`config.mk`:
```
export PLATFORM = sky130hd
export DESIGN_NAME = key_debounce_flat
export DESIGN_NICKNAME = d
export VERILOG_FILES = /design/src/rtl/key_debounce_if.sv /design/src/rtl/key_debounce.sv /design/src/flat_wrapper.sv
export SDC_FILE = /design/constraint.sdc
export NUM_CORES = 1
export LEC_CHECK = 0
export CAP_MARGIN = 20
export CORE_UTILIZATION = 45
export CTS_BUF_LIST = sky130_fd_sc_hd__clkbuf_4
export DETAILED_ROUTE_END_ITERATION = 10
export HOLD_SLACK_MARGIN = 0.03
export PLACE_DENSITY_LB_ADDON = 0.15
export SETUP_SLACK_MARGIN = 0.2
export SKIP_LAST_GASP = 1
export SLEW_MARGIN = 20
export SYNTH_ARGS = -nofsm -noshare
export SYNTH_HDL_FRONTEND = slang
export SYNTH_SLANG_ARGS = --single-unit
```
`constraint.sdc`:
```
create_clock -name CLK -period 1.95 [get_ports CLK]
set_clock_uncertainty 0.1 [all_clocks]
set_input_delay 0.4875 -clock CLK [delete_from_list [all_inputs] [get_ports CLK]]
set_output_delay 0.4875 -clock CLK [all_outputs]
set_load 0.02 [all_outputs]
```
`src/rtl/key_debounce_if.sv`:
```
// Button-conditioning bus: raw key level in, debounced level, edge pulses,
// busy flag and press count out. master = key source/observer, slave = debouncer.
interface key_debounce_if;
  logic       KEY_IN;
  logic       KEY_STATE;
  logic       KEY_RISE;
  logic       KEY_FALL;
  logic       BUSY;
  logic [7:0] PRESS_CNT;

  modport master (
    output KEY_IN,
    input  KEY_STATE, KEY_RISE, KEY_FALL, BUSY, PRESS_CNT
  );

  modport slave (
    input  KEY_IN,
    output KEY_STATE, KEY_RISE, KEY_FALL, BUSY, PRESS_CNT
  );
endinterface

```
`src/rtl/key_debounce.sv`:
```
// Two-flop synchroniser plus counter FSM that debounces a raw key and emits edge pulses.
// Latency DEBOUNCE_CYCLES+2 edges from a held input change to KEY_STATE; no backpressure.
module key_debounce #(
  parameter int DEBOUNCE_CYCLES = 2000000,
  parameter int CNT_W           = 21
) (
  input  logic          CLK,
  input  logic          RST_n,
  key_debounce_if.slave bus
);

  typedef enum logic [1:0] {
    IDLE_LOW  = 2'd0,
    WAIT_HIGH = 2'd1,
    IDLE_HIGH = 2'd2,
    WAIT_LOW  = 2'd3
  } state_t;

  localparam logic [CNT_W-1:0] CNT_LAST = CNT_W'(DEBOUNCE_CYCLES - 1);
  localparam logic [CNT_W-1:0] CNT_ONE  = CNT_W'(1);

  logic             sync1;
  logic             sync2;
  state_t           state;
  logic [CNT_W-1:0] cnt;
  logic             key_state;
  logic             key_rise;
  logic             key_fall;
  logic [7:0]       press_cnt;

  always_ff @(posedge CLK or negedge RST_n) begin
    if (!RST_n) begin
      sync1 <= 1'b0;
      sync2 <= 1'b0;
    end else begin
      sync1 <= bus.KEY_IN;
      sync2 <= sync1;
    end
  end

  // Pulses default low every cycle so each accepted edge yields exactly one cycle.
  always_ff @(posedge CLK or negedge RST_n) begin
    if (!RST_n) begin
      state     <= IDLE_LOW;
      cnt       <= '0;
      key_state <= 1'b0;
      key_rise  <= 1'b0;
      key_fall  <= 1'b0;
      press_cnt <= 8'd0;
    end else begin
      key_rise <= 1'b0;
      key_fall <= 1'b0;
      case (state)
        IDLE_LOW: begin
          if (sync2) begin
            state <= WAIT_HIGH;
            cnt   <= CNT_ONE;
          end else begin
            cnt <= '0;
          end
        end
        WAIT_HIGH: begin
          if (!sync2) begin
            state <= IDLE_LOW;
            cnt   <= '0;
          end else if (cnt == CNT_LAST) begin
            state     <= IDLE_HIGH;
            cnt       <= '0;
            key_state <= 1'b1;
            key_rise  <= 1'b1;
            press_cnt <= press_cnt + 8'd1;
          end else begin
            cnt <= cnt + CNT_ONE;
          end
        end
        IDLE_HIGH: begin
          if (!sync2) begin
            state <= WAIT_LOW;
            cnt   <= CNT_ONE;
          end else begin
            cnt <= '0;
          end
        end
        WAIT_LOW: begin
          if (sync2) begin
            state <= IDLE_HIGH;
            cnt   <= '0;
          end else if (cnt == CNT_LAST) begin
            state     <= IDLE_LOW;
            cnt       <= '0;
            key_state <= 1'b0;
            key_fall  <= 1'b1;
          end else begin
            cnt <= cnt + CNT_ONE;
          end
        end
        default: begin
          state <= IDLE_LOW;
          cnt   <= '0;
        end
      endcase
    end
  end

  assign bus.KEY_STATE = key_state;
  assign bus.KEY_RISE  = key_rise;
  assign bus.KEY_FALL  = key_fall;
  assign bus.BUSY      = (state == WAIT_HIGH) || (state == WAIT_LOW);
  assign bus.PRESS_CNT = press_cnt;

endmodule

```
`src/flat_wrapper.sv`:
```
// flat-port wrapper written by rule: the top's interface ports become plain ports
module key_debounce_flat 
#(
  parameter int DEBOUNCE_CYCLES = 2000000,
  parameter int CNT_W           = 21
)
  (CLK, RST_n, bus_KEY_IN, bus_KEY_STATE, bus_KEY_RISE, bus_KEY_FALL, bus_BUSY, bus_PRESS_CNT);
  key_debounce_if bus_i ();
  input  logic CLK;
  input  logic RST_n;
  input wire logic [$bits(bus_i.KEY_IN)-1:0] bus_KEY_IN;
  output wire logic [$bits(bus_i.KEY_STATE)-1:0] bus_KEY_STATE;
  output wire logic [$bits(bus_i.KEY_RISE)-1:0] bus_KEY_RISE;
  output wire logic [$bits(bus_i.KEY_FALL)-1:0] bus_KEY_FALL;
  output wire logic [$bits(bus_i.BUSY)-1:0] bus_BUSY;
  output wire logic [$bits(bus_i.PRESS_CNT)-1:0] bus_PRESS_CNT;
  assign bus_i.KEY_IN = bus_KEY_IN;
  assign bus_KEY_STATE = bus_i.KEY_STATE;
  assign bus_KEY_RISE = bus_i.KEY_RISE;
  assign bus_KEY_FALL = bus_i.KEY_FALL;
  assign bus_BUSY = bus_i.BUSY;
  assign bus_PRESS_CNT = bus_i.PRESS_CNT;
  key_debounce #(.DEBOUNCE_CYCLES(DEBOUNCE_CYCLES), .CNT_W(CNT_W)) u_core (.CLK(CLK), .RST_n(RST_n), .bus(bus_i));
endmodule
```
[Word level (Yosys, flattened, before mapping)]
Cells that the tools add are included.
Word-level totals
  bits in registers: 36
  input port bits: 3
  output and inout bits: 12
  logic and storage cells: 51
Operators by class
  mux-type cells: 23
  equality and inequality tests: 12
  add/sub/neg operators: 2
  reductions and logical operators: 6
Operator list (count)
  21-bit case mux with 4 select lines: 1
  21-bit two-way mux: 3
  21-bit by 1-bit adder with 21-bit output (second input constant): 1
  21-bit equality test (second input constant): 1
  2-bit two-way mux: 6
  1-bit two-way mux: 11
  8-bit by 1-bit adder with 8-bit output (second input constant): 1
  2-bit by 1-bit != test with 1-bit output (second input constant): 4
  2-bit case mux with 4 select lines: 1
  5-bit AND reduction: 1
  2-bit equality test (second input constant): 2
  2-bit != test (second input constant): 2
  4-bit AND reduction: 1
  3-bit by 1-bit != test with 1-bit output (second input constant): 1
  3-bit != test (second input constant): 1
  3-bit AND reduction: 1
  2-bit by 1-bit equality test with 1-bit output (second input constant): 1
  2-bit zero test: 1
  1-bit case mux with 2 select lines: 1
  2-bit nonzero test: 1
  1-bit logical OR: 1

[Depth between registers and ports, before layout]
Gate-level depths: netlist of the first run.
  depth in word-level cells: 4
  gate-level depth with buffers: 7
  depth with buffers taken out: 5

[Worst setup path before layout of the first run]
Ideal clock, no wire load.
  kind: reg2reg
  start point: register u_core.cnt[0]
  end point: register u_core.press_cnt[1], in the netlist u_core.bus.PRESS_CNT[1]
  buffers on the path: 1
  cell stages (with the launch flop): 7
  setup time: 125 ps
  period minus slack after synthesis: 1801 ps
  required time: 1725 ps
  arrival: 1576 ps
  path slack: 149 ps
  cell sequence: dfrtp_1 > ha_1 > and3_1 > buf_4 > nand4_2 > nor3_4 > mux2_2
Between the ends
  cells in the longest elaborated chain, start to end: 2
RTL lines
  from (decl): RTL line key_debounce.sv:25  | logic [CNT_W-1:0] cnt;
  from (signal assigned): RTL line key_debounce.sv:73  | cnt <= cnt + CNT_ONE;
  from (signal assigned): RTL line key_debounce.sv:94  | cnt <= cnt + CNT_ONE;
  21-bit equality test: RTL line key_debounce.sv:66  | end else if (cnt == CNT_LAST) begin
  3-bit AND reduction (no source line)
  to (signal assigned): RTL line key_debounce.sv:71  | press_cnt <= press_cnt + 8'd1;
  to (decl): RTL line key_debounce.sv:29  | logic [7:0] press_cnt;
Every way passes these cells.
A chain may end at the register's enable or synchronous reset.

[Worst setup path in the final report of the first run]
  start point: register u_core.cnt[1]
  end point: register u_core.cnt[18]
Between the ends
  cells in the longest elaborated chain, start to end: 4
  elaborated cells between the ends (all ways): 6
  those cells by class: add/sub: 1; eq/ne: 1; mux: 4
RTL lines
  21-bit by 1-bit adder with 21-bit output / 21-bit equality test (equally long branches)
  21-bit two-way mux *: RTL line key_debounce.sv:66, key_debounce.sv:88
  21-bit two-way mux, on equally long branches: RTL line key_debounce.sv:85, key_debounce.sv:63
  21-bit case mux with 4 select lines *: RTL line key_debounce.sv:53  | case (state)
Every way passes the cells marked *; elsewhere a longest branch is shown, timed or not.

==> results.md, run 1 <==
* Outcome: complete, no violations
* H-tree depth at 2
* Crit share post-route at 88.9%
* Net Sw Frac at 21.7%
* Pin count of the biggest net entering global routing at 37
* Site Rows at 22
* Yosys warns at 0
* Remaining Overflow, GRT at 0
* FMAX at 577 MHz
* Routed WL at 3.41 mm
* Layout cells sized above 1 at 26.3%
* Width of the die at 64.8 microns
* # placed instances at 232
* Syn Inst Count at 167
* Power Internal at 1.04 mW
* Initial Utilization at 47.8%
* Global-route wire length before repair at 5.96 mm
* Die height at 64.8 microns
* Req. time, crit path at 2.12 ns
* CTS clk-pin slew, worst paths at 0.11 ns
* Crit path arrival time at 1.91 ns
* Pwr per Cell Area at 600 nW/um^2
* Register area at 906 sq um
* Vias at 1,335
* Sequential Power Share at 57.2%
* RSZ-0062 raised after global routing: true
* DR WL/cell at 13.8 microns
* # DRC at 0
* Most frequent cells in the layout: dfrtp_1 (32), nor2_1 (16), xor2_1 (14), buf_4 (11), nand3_1 (10)
* Final #Nets at 202
* Placed inst area at 2030 sq um
* CTS tree: built
* Num CTS Buffers at 5
* Register bit count reported by yosys at 36
* Synth-to-Final Area Change at 24.3%
* LEAKAGE at 1.02 nW
* Setup TNS at 0 ns
* Core Region at 3720 sq um
* Top cell type's share of synthesized area at 50.7%
* Clock sink total at 36
* CP Launch Type: flop
* Worst Hold Class: reg -> reg
* Vias in the first global route at 1,318
* Most common cell after layout, fill and taps aside: dfrtp_1
* Multi-input logic area at 898 sq um
* Clock power frac at 38.9%
* Worst Path Max Fanout at 6
* # fillers at 318
* GRT Overall Usage at 19.0%
* # hold bufs at CTS at 0
* Slew @ Worst Pin at 0.449 ns
* Via/cell ratio at 5.43
* 1st-pass router iterations at 4
* Non-filler cells, final at 246
* CTS root buffer: clkbuf_4
* Psw at 0.288 mW
* Synth Cell Area at 1780 sq um
* Leading area contributor after synthesis: dfrtp_1
* Slew HR at 70.1%
* IO Pins at 15
* Crit Path Class: reg -> reg
* Max-cap violations at 0
* Critical path capture point type: flop
* Global placer's final weighted congestion at 0.846
* Average size of a mapped cell at 10.6 sq um
* Final Critical Period at 1.73 ns
* Port-buffer cells at 14
* Fin area at 2210 sq um
* Die area at 4200 sq um
* Final setup fails at 0
* Max clock buf depth at 2
* Antenna Nets Post-Route at 0
* Final Hold Vio Count at 0
* Pins Over Slew Limit at 0
* Synth unique cells at 37
* DP HPWL at 2.37 mm
* Syn_nets at 172
* Ant. Diodes at 0
* Synth area leaders: dfrtp_1 (51%), xor2_1 (6.9%), xnor2_1 (3.5%)
* Sequential area share after synthesis at 50.7%
* VDD IR max at 0.000402 V
* Skew-Pair Late Insertion Delay at 0.34 ns
* Drt initial violations at 59
* Initial antenna violation count at 0
* Combinational share of power at 3.9%
## per-layer routing
| layer | up-vias | track usage, % | routed length [microns] |
|---|---|---|---|
| met5 | - | 0 | 0 |
| met3 | 5 | 6.87 | 138 |
| met1 | 649 | 24.1 | 1610 |
| met2 | 23 | 30.2 | 1610 |
| met4 | 0 | 5.83 | 48 |
| li1 | 658 | - | - |
## Yosys cell counts
library cell and instances:
o21ai_1 1, nor3b_1 1, nor3_4 1, buf_6 1, a21oi_2 1, a21oi_1 6, nor3_2 1, clkbuf_1 1
xnor2_1 7, or4b_4 1, and4b_1 2, mux2_2 2, and3_1 6, buf_2 2, nand3_2 1, o21ai_0 4
nor2_1 16, buf_4 1, nand3_1 10, xor2_1 14, or3_1 4, o31ai_1 4, nand2_4 1, o21bai_1 1
or4_1 3, nand2_1 7, nor3_1 8, nor4_1 1, nor4b_2 1, and4_1 3, nand2_2 2, inv_1 5
nand4_1 7, ha_1 2, dfrtp_1 36, nand4_2 2, and4bb_2 1
## power groups by stage
stage               logic (mW)  registers [mW]  clock network (mW)
floorplan               0.0181           0.772                   0
global placement        0.0492           0.772                   0
detailed placement      0.0502           0.773                   0
CTS                     0.0526           0.758               0.538
global route            0.0587           0.760               0.570
finish                  0.0512           0.758               0.516
## logic make-up (layout without fill, tap and decap cells)
family	after synthesis	in the layout	share of synthesized area, %
multiplexers	2	2	1.27
AO/OA/AOI/OAI	17	17	5.70
buffers and inverters	10	41	2.89
AND/OR/NAND/NOR	79	79	27.7
XOR/XNOR	21	21	10.4
adder cells (fa/ha/maj)	2	2	1.41
flip-flops	36	36	50.7
## stage by stage
step / util [%] / power (mW) / hold slack (ns) / setup slack, ns
finish: 59.4 / 1.33 / 0.282 / 0.216
global route: 59.4 / 1.39 / 0.290 / 0.166
CTS: 58.1 / 1.35 / 0.291 / 0.195
detailed placement: 54.5 / 0.823 / 0.264 / 0.0442
global placement: 54.5 / 0.821 / 0.240 / 0.108
floorplan: - / 0.790 / 0.0919 / 0.185
## worst paths after layout
path                                from  cells past startpoint  slack (ns)                      end
min in group asynchronous          RST_n                      2        0.45  u_core.bus.PRESS_CNT[7]
max in group asynchronous          RST_n                      2        0.96            u_core.cnt[4]
setup / recovery           u_core.cnt[1]                      5        0.22           u_core.cnt[18]
hold / removal              u_core.sync1                      0        0.28             u_core.sync2
hold reg to reg             u_core.sync1                      0        0.28             u_core.sync2
setup reg to reg           u_core.cnt[1]                      5        0.22           u_core.cnt[18]
## critical path, cell delays in order (launching register included)
cell	delay (ns)
dfrtp_1	0.38
ha_2	0.18
and3_4	0.25
nand2_4	0.09
or4b_4	0.52
a21oi_2	0.14
## flip-flops by register name (all words and copies together), names as in the netlist, named ones only
name and count:
u_core.cnt 21, u_core.sync2 1, u_core.bus.KEY_FALL 1, u_core.state 1, u_core.bus.PRESS_CNT 8, u_core.bus.KEY_STATE 1, u_core.sync1 1, u_core.bus.KEY_RISE 1
## layout make-up
class,count,share of cell area [%]
multi-input cells,121,40.7
repair buffers,28,11.1
well taps,48,2.72
clock buffers,5,1.70
flip-flops and latches,36,41.0
clock inverters,3,1.93
inverters,5,0.850
## what timing repair did
| item | in CTS | in global routing |
|---|---|---|
| endpoints found under the setup margin | 42 | 25 |
| buffers inserted | 4 | 2 |
| pin swaps | 3 | 7 |
| cloned | 0 | 0 |
| resized for setup | 20 | 20 |
Note: power is estimated with default switching activity, not from simulation.
==> run 2: changes to the inputs <==
--- a/config.mk
+++ b/config.mk
@@ -6,6 +6,8 @@
 export NUM_CORES = 1
 export LEC_CHECK = 0
 export CAP_MARGIN = 20
+export CELL_PAD_IN_SITES_DETAIL_PLACEMENT = 0
+export CELL_PAD_IN_SITES_GLOBAL_PLACEMENT = 1
 export CORE_UTILIZATION = 45
 export CTS_BUF_LIST = sky130_fd_sc_hd__clkbuf_4
 export DETAILED_ROUTE_END_ITERATION = 10
==> results.md, run 2 (same netlist as run 1, synthesis figures left out) <==
* Reg2Reg Capture Point: u_core.bus.KEY_FALL
* Final setup fails at 0
* Outcome: complete, no violations
* Fin area at 2240 sq um
* Port-buffer cells at 14
* Skew-Pair Late Insertion Delay at 0.35 ns
* Hold_sp: u_core.sync1
* CTS tree: built
* Ant. Diodes at 0
* Placed inst area at 2030 sq um
* Pins Over Slew Limit at 0
* Die area at 4200 sq um
* Global-route wire length before repair at 5.87 mm
* Multi-input logic area at 921 sq um
* Global placer's final weighted congestion at 0.752
* Most common cell after layout, fill and taps aside: dfrtp_1
* FMAX at 571 MHz
* Max clock buf depth at 2
* RSZ-0062 raised after global routing: true
* Reg with most FFs: u_core.cnt
* Register area at 906 sq um
* H-tree depth at 2
* Final Hold Vio Count at 0
* Antenna Nets Post-Route at 0
* Non-filler cells, final at 249
* Die height at 64.8 microns
* Pwr per Cell Area at 532 nW/um^2
* R2R Setup Slk at 0.20 ns
* CP Launch Type: flop
* Slowest cell on crit path: or3_4
* Fin worst setup slack at 0.199 ns
* CTS clk-pin slew, worst paths at 0.10 ns
* Num CTS Buffers at 5
* Remaining Overflow, GRT at 0
* # fillers at 319
* Initial antenna violation count at 0
* Final #Nets at 205
* CTS root buffer: clkbuf_4
* Worst Path Max Fanout at 5
* R2R depth at 5
* Worst hold endpoint: u_core.sync2
* Most frequent cells in the layout: dfrtp_1 (32), nor2_1 (16), xor2_1 (14), buf_4 (14)
* VDD IR max at 0.000336 V
* Worst Hold Class: reg -> reg
* # DRC at 0
* Routed WL at 3.49 mm
* Final Critical Period at 1.75 ns
* Layout cells sized above 1 at 27.4%
* Via/cell ratio at 5.49
* DP HPWL at 2.40 mm
* Pin count of the biggest net entering global routing at 37
* # placed instances at 232
* Total power at 1.19 mW
* Setup TNS at 0 ns
* Max-cap violations at 0
* Slew HR at 69.9%
* Req. time, crit path at 2.11 ns
* Crit share post-route at 89.8%
* 1st-pass router iterations at 4
* DR WL/cell at 14.0 microns
* Slew @ Worst Pin at 0.451 ns
* Cell Chain, Critical Path: ha_2, and3_4, nand4_4, or3_4, nor3_4
* Vias in the first global route at 1,272
* IO Pins at 15
* GRT Overall Usage at 18.5%
* Pre-CTS setup slack at 0.0224 ns
* Synth-to-Final Area Change at 26.1%
* Crit Path Class: reg -> reg
* Site Rows at 22
* Crit path arrival time at 1.92 ns
* Largest register FFs at 21
* Drt initial violations at 93
* Max incr delay on CP at 0.41 ns
* Clock sink total at 36
* LEAKAGE at 1.07 nW
* Hold path depth at 0
* Width of the die at 64.8 microns
* Vias at 1,368
* Core Region at 3720 sq um
* Critical path capture point type: flop
* Initial Utilization at 47.8%
* Critical R2R Launch: u_core.cnt[0]
-- run 2: cell count changes in the layout (fill, tap and decap cells not counted), moves of 2 or more --
cell and delta:
a21oi_1 -2, a21oi_2 +2, buf_4 +3, clkbuf_2 -2, dlygate4sd2_1 +2
-- run 2: how the worst max path moves through the flow --
stage	from	endpoint	slack (ns)	cells past startpoint
after detailed placement	u_core.cnt[1]	u_core.bus.PRESS_CNT[1]	0.02	5
after global routing	u_core.cnt[0]	u_core.bus.KEY_FALL	0.13	5
after CTS	u_core.state[0]	bus_BUSY	0.19	1
after global placement	u_core.cnt[1]	u_core.bus.KEY_FALL	0.1	5
after floorplan	u_core.cnt[0]	u_core.bus.PRESS_CNT[1]	0.19	6
final	u_core.cnt[0]	u_core.bus.KEY_FALL	0.20	5
-- run 2: metrics by stage --
stage / hold WS (ns) / util (%)
CTS: 0.275 / 57.7
global placement: 0.237 / 54.5
finish: 0.269 / 60.3
detailed placement: 0.250 / 54.5
floorplan: 0.0919 / -
global route: 0.282 / 60.3
-- run 2: final cells by class --
cell class | instances | area share, %
Inverter | 5 | 0.838
Sequential cell | 36 | 40.4
Clock inverter | 3 | 0.614
Clock buffer | 5 | 1.68
Timing Repair Buffer | 31 | 12.7
Multi-Input combinational cell | 121 | 41.1
Tap cell | 48 | 2.68
-- run 2: report_power, final --
| part | switching, mW | internal, mW |
|---|---|---|
| sequential | 0.00687 | 0.752 |
| clock | 0.248 | 0.132 |
| combinational | 0.0330 | 0.0187 |
| total | 0.288 | 0.903 |
-- run 2: worst max-delay path, delay by kind of cell (launching register included) --
family / cells / cell delay, ns
AND/OR/NAND/NOR: 4 / 1.00
flip-flops: 1 / 0.38
adder cells (fa/ha/maj): 1 / 0.19
-- run 2: per-layer routing --
metal	part of all wire, %	GRT usage [%]	up-vias
met2	47	27.7	26
met4	1.6	8.33	0
met5	0	0	-
li1	-	-	664
met1	48	25.8	671
met3	3.7	3.70	7
-- run 2: repair_timing --
action	in CTS	in global routing
gates resized for setup	22	18
hold buffers	0	0
pin swaps	5	9
setup buffers	4	5
endpoints found under the setup margin	41	30
==> run 3: changes to the inputs <==
--- a/config.mk
+++ b/config.mk
@@ -5,7 +5,6 @@
 export SDC_FILE = /design/constraint.sdc
 export NUM_CORES = 1
 export LEC_CHECK = 0
-export CAP_MARGIN = 20
 export CELL_PAD_IN_SITES_DETAIL_PLACEMENT = 0
 export CELL_PAD_IN_SITES_GLOBAL_PLACEMENT = 1
 export CORE_UTILIZATION = 45
==> results of run 3 <==
No change in the layout: final DEF, timing and power equal those of run 2.
